[config.mk]
export PLATFORM = sky130hd
export DESIGN_NAME = alu_seq_exec
export DESIGN_NICKNAME = d
export VERILOG_FILES = /design/src/rtl/alu_seq_exec.sv
export SDC_FILE = /design/constraint.sdc
export NUM_CORES = 1
export LEC_CHECK = 0
export CORE_UTILIZATION = 34
export DETAILED_ROUTE_END_ITERATION = 8
export HOLD_SLACK_MARGIN = 0.05
export SLEW_MARGIN = 20
export SYNTH_ARGS = -nofsm -noshare
export SYNTH_HDL_FRONTEND = slang
export SYNTH_SLANG_ARGS = --single-unit
[constraint.sdc]
create_clock -name clk -period 9.4 [get_ports clk]
set_input_delay 1.88 -clock clk [delete_from_list [all_inputs] [get_ports clk]]
set_output_delay 1.88 -clock clk [all_outputs]
set_load 0.02 [all_outputs]
[src/rtl/alu_seq_exec.sv]
// rtl/alu_seq_exec.sv - sequential ALU with iterative shifter; define ALU_FAST_SHIFT_EN for a single-cycle barrel shifter
module alu_seq_exec #(
    parameter int DATA_WIDTH  = 32,
    parameter int SHAMT_WIDTH = 5
) (
    input  logic                   clk,
    input  logic                   reset,
    input  logic                   start_i,
    input  logic [3:0]             alu_operation_i,
    input  logic [DATA_WIDTH-1:0]  a_i,
    input  logic [DATA_WIDTH-1:0]  b_i,
    input  logic [SHAMT_WIDTH-1:0] shamt_i,
    output logic                   busy_o,
    output logic                   done_o,
    output logic [DATA_WIDTH-1:0]  alu_data_o,
    output logic                   zero_o,
    output logic                   invalid_op_o
);

    localparam logic [1:0] ST_IDLE  = 2'd0;
    localparam logic [1:0] ST_SHIFT = 2'd1;
    localparam logic [1:0] ST_DONE  = 2'd2;

    localparam logic [3:0] OP_OR  = 4'b0001;
    localparam logic [3:0] OP_SLL = 4'b0010;
    localparam logic [3:0] OP_ADD = 4'b0011;
    localparam logic [3:0] OP_SUB = 4'b0100;
    localparam logic [3:0] OP_SRL = 4'b0101;
    localparam logic [3:0] OP_LUI = 4'b0110;
    localparam logic [3:0] OP_AND = 4'b0111;
    localparam logic [3:0] OP_NOR = 4'b1000;

    logic [1:0]             state_q, state_d;
    logic [SHAMT_WIDTH-1:0] cnt_q, cnt_d;
    logic                   shift_left_q, shift_left_d;
    logic [DATA_WIDTH-1:0]  alu_data_q, alu_data_d;
    logic                   zero_q, zero_d;
    logic                   invalid_op_q, invalid_op_d;

    always_comb begin
        state_d      = state_q;
        cnt_d        = cnt_q;
        shift_left_d = shift_left_q;
        alu_data_d   = alu_data_q;
        invalid_op_d = invalid_op_q;

        case (state_q)
            ST_IDLE: begin
                if (start_i) begin
                    state_d      = ST_DONE;
                    invalid_op_d = 1'b0;
                    cnt_d        = '0;
                    case (alu_operation_i)
                        OP_ADD: alu_data_d = a_i + b_i;
                        OP_SUB: alu_data_d = a_i - b_i;
                        OP_OR:  alu_data_d = a_i | b_i;
                        OP_AND: alu_data_d = a_i & b_i;
                        OP_NOR: alu_data_d = ~(a_i | b_i);
                        OP_LUI: alu_data_d = b_i << 16;
                        OP_SLL, OP_SRL: begin
`ifdef ALU_FAST_SHIFT_EN
                            alu_data_d = (alu_operation_i == OP_SLL) ? (b_i << shamt_i)
                                                                     : (b_i >> shamt_i);
`else
                            // B is loaded into the result register and shifted in place
                            alu_data_d   = b_i;
                            shift_left_d = (alu_operation_i == OP_SLL);
                            if (shamt_i != '0) begin
                                cnt_d   = shamt_i;
                                state_d = ST_SHIFT;
                            end
`endif
                        end
                        default: begin
                            alu_data_d   = '0;
                            invalid_op_d = 1'b1;
                        end
                    endcase
                end
            end
            ST_SHIFT: begin
                alu_data_d = shift_left_q ? (alu_data_q << 1) : (alu_data_q >> 1);
                cnt_d      = cnt_q - SHAMT_WIDTH'(1);
                if (cnt_q == SHAMT_WIDTH'(1)) begin
                    state_d = ST_DONE;
                end
            end
            ST_DONE: state_d = ST_IDLE;
            default: state_d = ST_IDLE;
        endcase

        zero_d = (alu_data_d == '0);
    end

    always_ff @(posedge clk or negedge reset) begin
        if (!reset) begin
            state_q      <= ST_IDLE;
            cnt_q        <= '0;
            shift_left_q <= 1'b0;
            alu_data_q   <= '0;
            zero_q       <= 1'b1;
            invalid_op_q <= 1'b0;
        end else begin
            state_q      <= state_d;
            cnt_q        <= cnt_d;
            shift_left_q <= shift_left_d;
            alu_data_q   <= alu_data_d;
            zero_q       <= zero_d;
            invalid_op_q <= invalid_op_d;
        end
    end

    assign busy_o       = (state_q != ST_IDLE);
    assign done_o       = (state_q == ST_DONE);
    assign alu_data_o   = alu_data_q;
    assign zero_o       = zero_q;
    assign invalid_op_o = invalid_op_q;

endmodule

==> summary.md <==
| Metric | Value |
|---|---|
| Status | `completed` |
| Setup TNS Final | `0 ns` |
| Synth top area cells | `dfrtp_1 (15%), ha_1 (6.5%), a21oi_1 (5.9%)` |
| Top Family by Delay on Critical Path | `simple AND/OR/NAND/NOR gates` |
| R2R Path Start | `state_q[0]` |
| Worst flop-to-flop path endpoint | `zero_o` |
| Max-Cap Viols | `0` |
| Flop pwr share | `25.0%` |
| DR vias | `7982` |
| Remaining Overflow, GRT | `0` |
| Final period utilization | `77.2%` |
| CTS Hold Bufs | `0` |
| Post-DP HPWL | `23.2 mm` |
| Startpoint types | `primary input` |
| Reg2Reg Depth | `11` |
| FFs w/ async S/R, synth | `100%` |
| Drt drc | `0` |
| P_leak | `3.30 nW` |
| Clock share of power | `12.5%` |
| 1st-iter DRT viols | `921` |
| Final Hold Vio Count | `0` |
| Most instantiated library cell after synthesis | `nand2_1` |
| Cell variety after synth | `84` |
| Io pins | `112` |
| H-tree depth | `2` |
| Die ar. | `0.0208 sq mm` |
| Final wirelength | `29.4 mm` |
| DRT Pass-1 Iters | `6` |
| CTS Sinks | `42` |
| # rows | `51` |
| Vias in the first global route | `7197` |
| Initial Utilization | `35.0%` |
| GRT Total Usage | `28.1%` |
| Die width | `144 um` |
| Global-route wire length before repair | `43.8 mm` |
| CTS Buf Count | `5` |
| Synthesized area | `0.00688 sq mm` |
| Pwr dens | `165 mW/mm^2` |
| Comb pwr share | `62.5%` |
| CP max stage cell | `clkdlybuf4s50_1` |
| Largest stage delay, worst path | `0.62 ns` |
| Root Driver | `clkbuf_16` |
| Post-synth EDFFs | `0` |
| Switching Power | `0.000642 W` |
| Antenna Nets Post-Route | `0` |
| Commonest cells in the netlist | `nand2_1 (94), nor2_1 (89), a21oi_1 (81)` |
| CTS clk-pin slew, worst paths | `0.06 ns` |
| Layout cell share with drive strength beyond 1 | `6.32%` |
| Top cell type by total area after synthesis | `dfrtp_1` |
| Average size of a mapped cell | `7.20 sq um` |
| Worst vdd ir | `0.108 mV` |
| Hold crit path type | `flop to flop` |
| Net Count, Synth | `1069` |
| Register area share after synthesis | `15.3%` |
| Top cell type's share of synthesized area | `14.9%` |
| Internal Pwr Total | `0.000715 W` |
| CP Data Arrival Time | `7.46 ns` |
| Max-slew violation count | `0` |
| Final setup margin | `2.14 ns` |
| Switching Fraction | `47.3%` |
| Worst-skew pair later-pin latency | `0.29 ns` |
| Area Overhead vs Synth | `19.9%` |
| Slew @ Worst Pin | `0.991 ns` |
| Fmax | `0.138 GHz` |
| End of the worst hold path | `invalid_op_o` |
| Post-CTS setup-driven buffer insertion count | `0` |
| Worst-path fanout max | `7` |
| # port buffers | `111` |
| Area of the core | `0.0197 sq mm` |
| Fillers | `2088` |
| Pin count of the biggest net entering global routing | `48` |
| Hold Crit Start | `invalid_op_o` |
| Initial antenna violation count | `2` |
| R2R Setup Slk | `5.00 ns` |
| Mapped Cells | `956` |
| Clock Skews | `0.00626 ns` |
| DR vias/cell | `6.24` |
| Hold Path Stages | `2` |
| Worst setup path startpoint | `b_i[12]` |
| Pre-CTS setup slack | `1.92 ns` |
| Endpoints failing setup | `0` |
| Critical path class | `primary input to flop` |
| CTS tree | `yes` |
| CP Buf/Inv Count | `1` |
| Synthesized flop and latch total | `42` |
| Minimum clock period | `7.26 ns` |
| RSZ-0062 raised after global routing | `no` |
| Post-cts resize count | `0` |
| Ys flop type | `dfrtp_1` |
| WL/cell | `23.0 um` |
| Critical Path RT | `9.60 ns` |
| Die H | `144 um` |
| Crit end category | `flop` |
| Slew headroom | `34.0%` |
| Syn. warnings | `0` |
| Routability Congestion | `0.993` |
| CP cell instances | `clkdlybuf4s50_1, or3_1, or3_1, nor3_1, nand4_1, or4_1, o21ai_0, xnor2_1, ha_1, o21a_1, and3_1, o31a_1, or4_1, a31o_2, nor4_1, nand4_1, nor4_2` |
| CTS max path bufs | `2` |
| Nets | `1126` |
kinds of logic (layout without fill, tap and decap cells):
logic type / after synthesis / after routing / share of synthesized area (%)
XOR/XNOR: 47 / 47 / 5.98
AND/OR/NAND/NOR: 354 / 354 / 26.4
other: 0 / 1 / 0
buffers and inverters: 108 / 165 / 6.84
multiplexers: 36 / 36 / 5.56
adder cells (fa/ha/maj): 37 / 37 / 6.84
AO/OA/AOI/OAI: 332 / 332 / 33.1
flip-flops: 42 / 42 / 15.3
power groups by stage:
stage	sequential [W]	clock (W)	combinational (W)
floorplan	0.000367	0	0.000470
global placement	0.000339	0	0.000832
detailed placement	0.000340	0	0.000836
CTS	0.000338	0.000170	0.000839
global route	0.000350	0.000177	0.000914
finish	0.000340	0.000169	0.000848
stage by stage:
stage / cells / hold slack (ns) / utilization, % / power, W / cell area [sq um]
after floorplan: 956 / 0.505 / - / 0.000837 / 6880
after global placement: 1271 / 0.514 / 41.3 / 0.00117 / 8110
after detailed placement: 1271 / 0.523 / 41.3 / 0.00118 / 8110
after CTS: 1278 / 0.537 / 42.0 / 0.00135 / 8250
after global routing: 1278 / 0.578 / 42.0 / 0.00144 / 8250
final: 1279 / 0.523 / 42.0 / 0.00136 / 8250
state kept, by name, summed over array words and instances (netlist names):
register,cells
alu_data_o,32
cnt_q,5
invalid_op_o,1
shift_left_q,1
state_q,2
zero_o,1
tightest hold or removal path, cell delays in order, from the launching register on:
cell and delay [ns]:
dfrtp_1 0.36, nor2_1 0.05, nor2_1 0.07
area by class of cell:
type | instances | area, sq um | share of cell area (%)
inverters | 31 | 116 | 1.41
well taps | 265 | 332 | 4.02
flip-flops and latches | 42 | 1050 | 12.8
clock inverters | 1 | 7.51 | 0.0910
diodes | 1 | 2.50 | 0.0303
multi-input cells | 806 | 5380 | 65.3
clock buffers | 6 | 129 | 1.56
repair buffers | 127 | 1230 | 14.9
worst max path at each step:
| stage | end | slack, ns | depth (start not counted) |
|---|---|---|---|
| 2_1_floorplan | zero_o | 3.09 | 19 |
| 3_3_place_gp | zero_o | 2.09 | 17 |
| 3_5_place_dp | zero_o | 1.92 | 14 |
| 4_1_cts | zero_o | 2.23 | 14 |
| 5_1_grt | zero_o | 1.81 | 18 |
| 6_report | zero_o | 2.14 | 17 |
per-layer routing:
metal	wire (um)	global-route usage (%)	vias to the layer above
li1	-	-	3729
met1	13500	40.4	3858
met2	12500	40.9	345
met3	2620	5.99	50
met4	809	9.64	0
met5	0	0	-
cell usage in the layout (no fill, tap or decap), types with 9 or more instances in the layout:
master,count
clkdlybuf4s50_1,110
buf_4,16
nand4_1,15
mux2i_1,18
dfrtp_1,41
xnor2_1,28
a222oi_1,10
a221o_1,11
o21ai_0,62
a22oi_1,15
nand3_1,20
nor2_1,89
and3_1,9
mux2_2,18
inv_1,30
or3_1,11
o31ai_1,10
nand2b_1,10
a31oi_1,16
xor2_1,19
and2_1,9
ha_1,36
a221oi_1,9
a21oi_1,81
a21o_1,13
nand2_1,94
nor3_1,27
o211ai_1,13
Power figures use the tool's default switching activity.
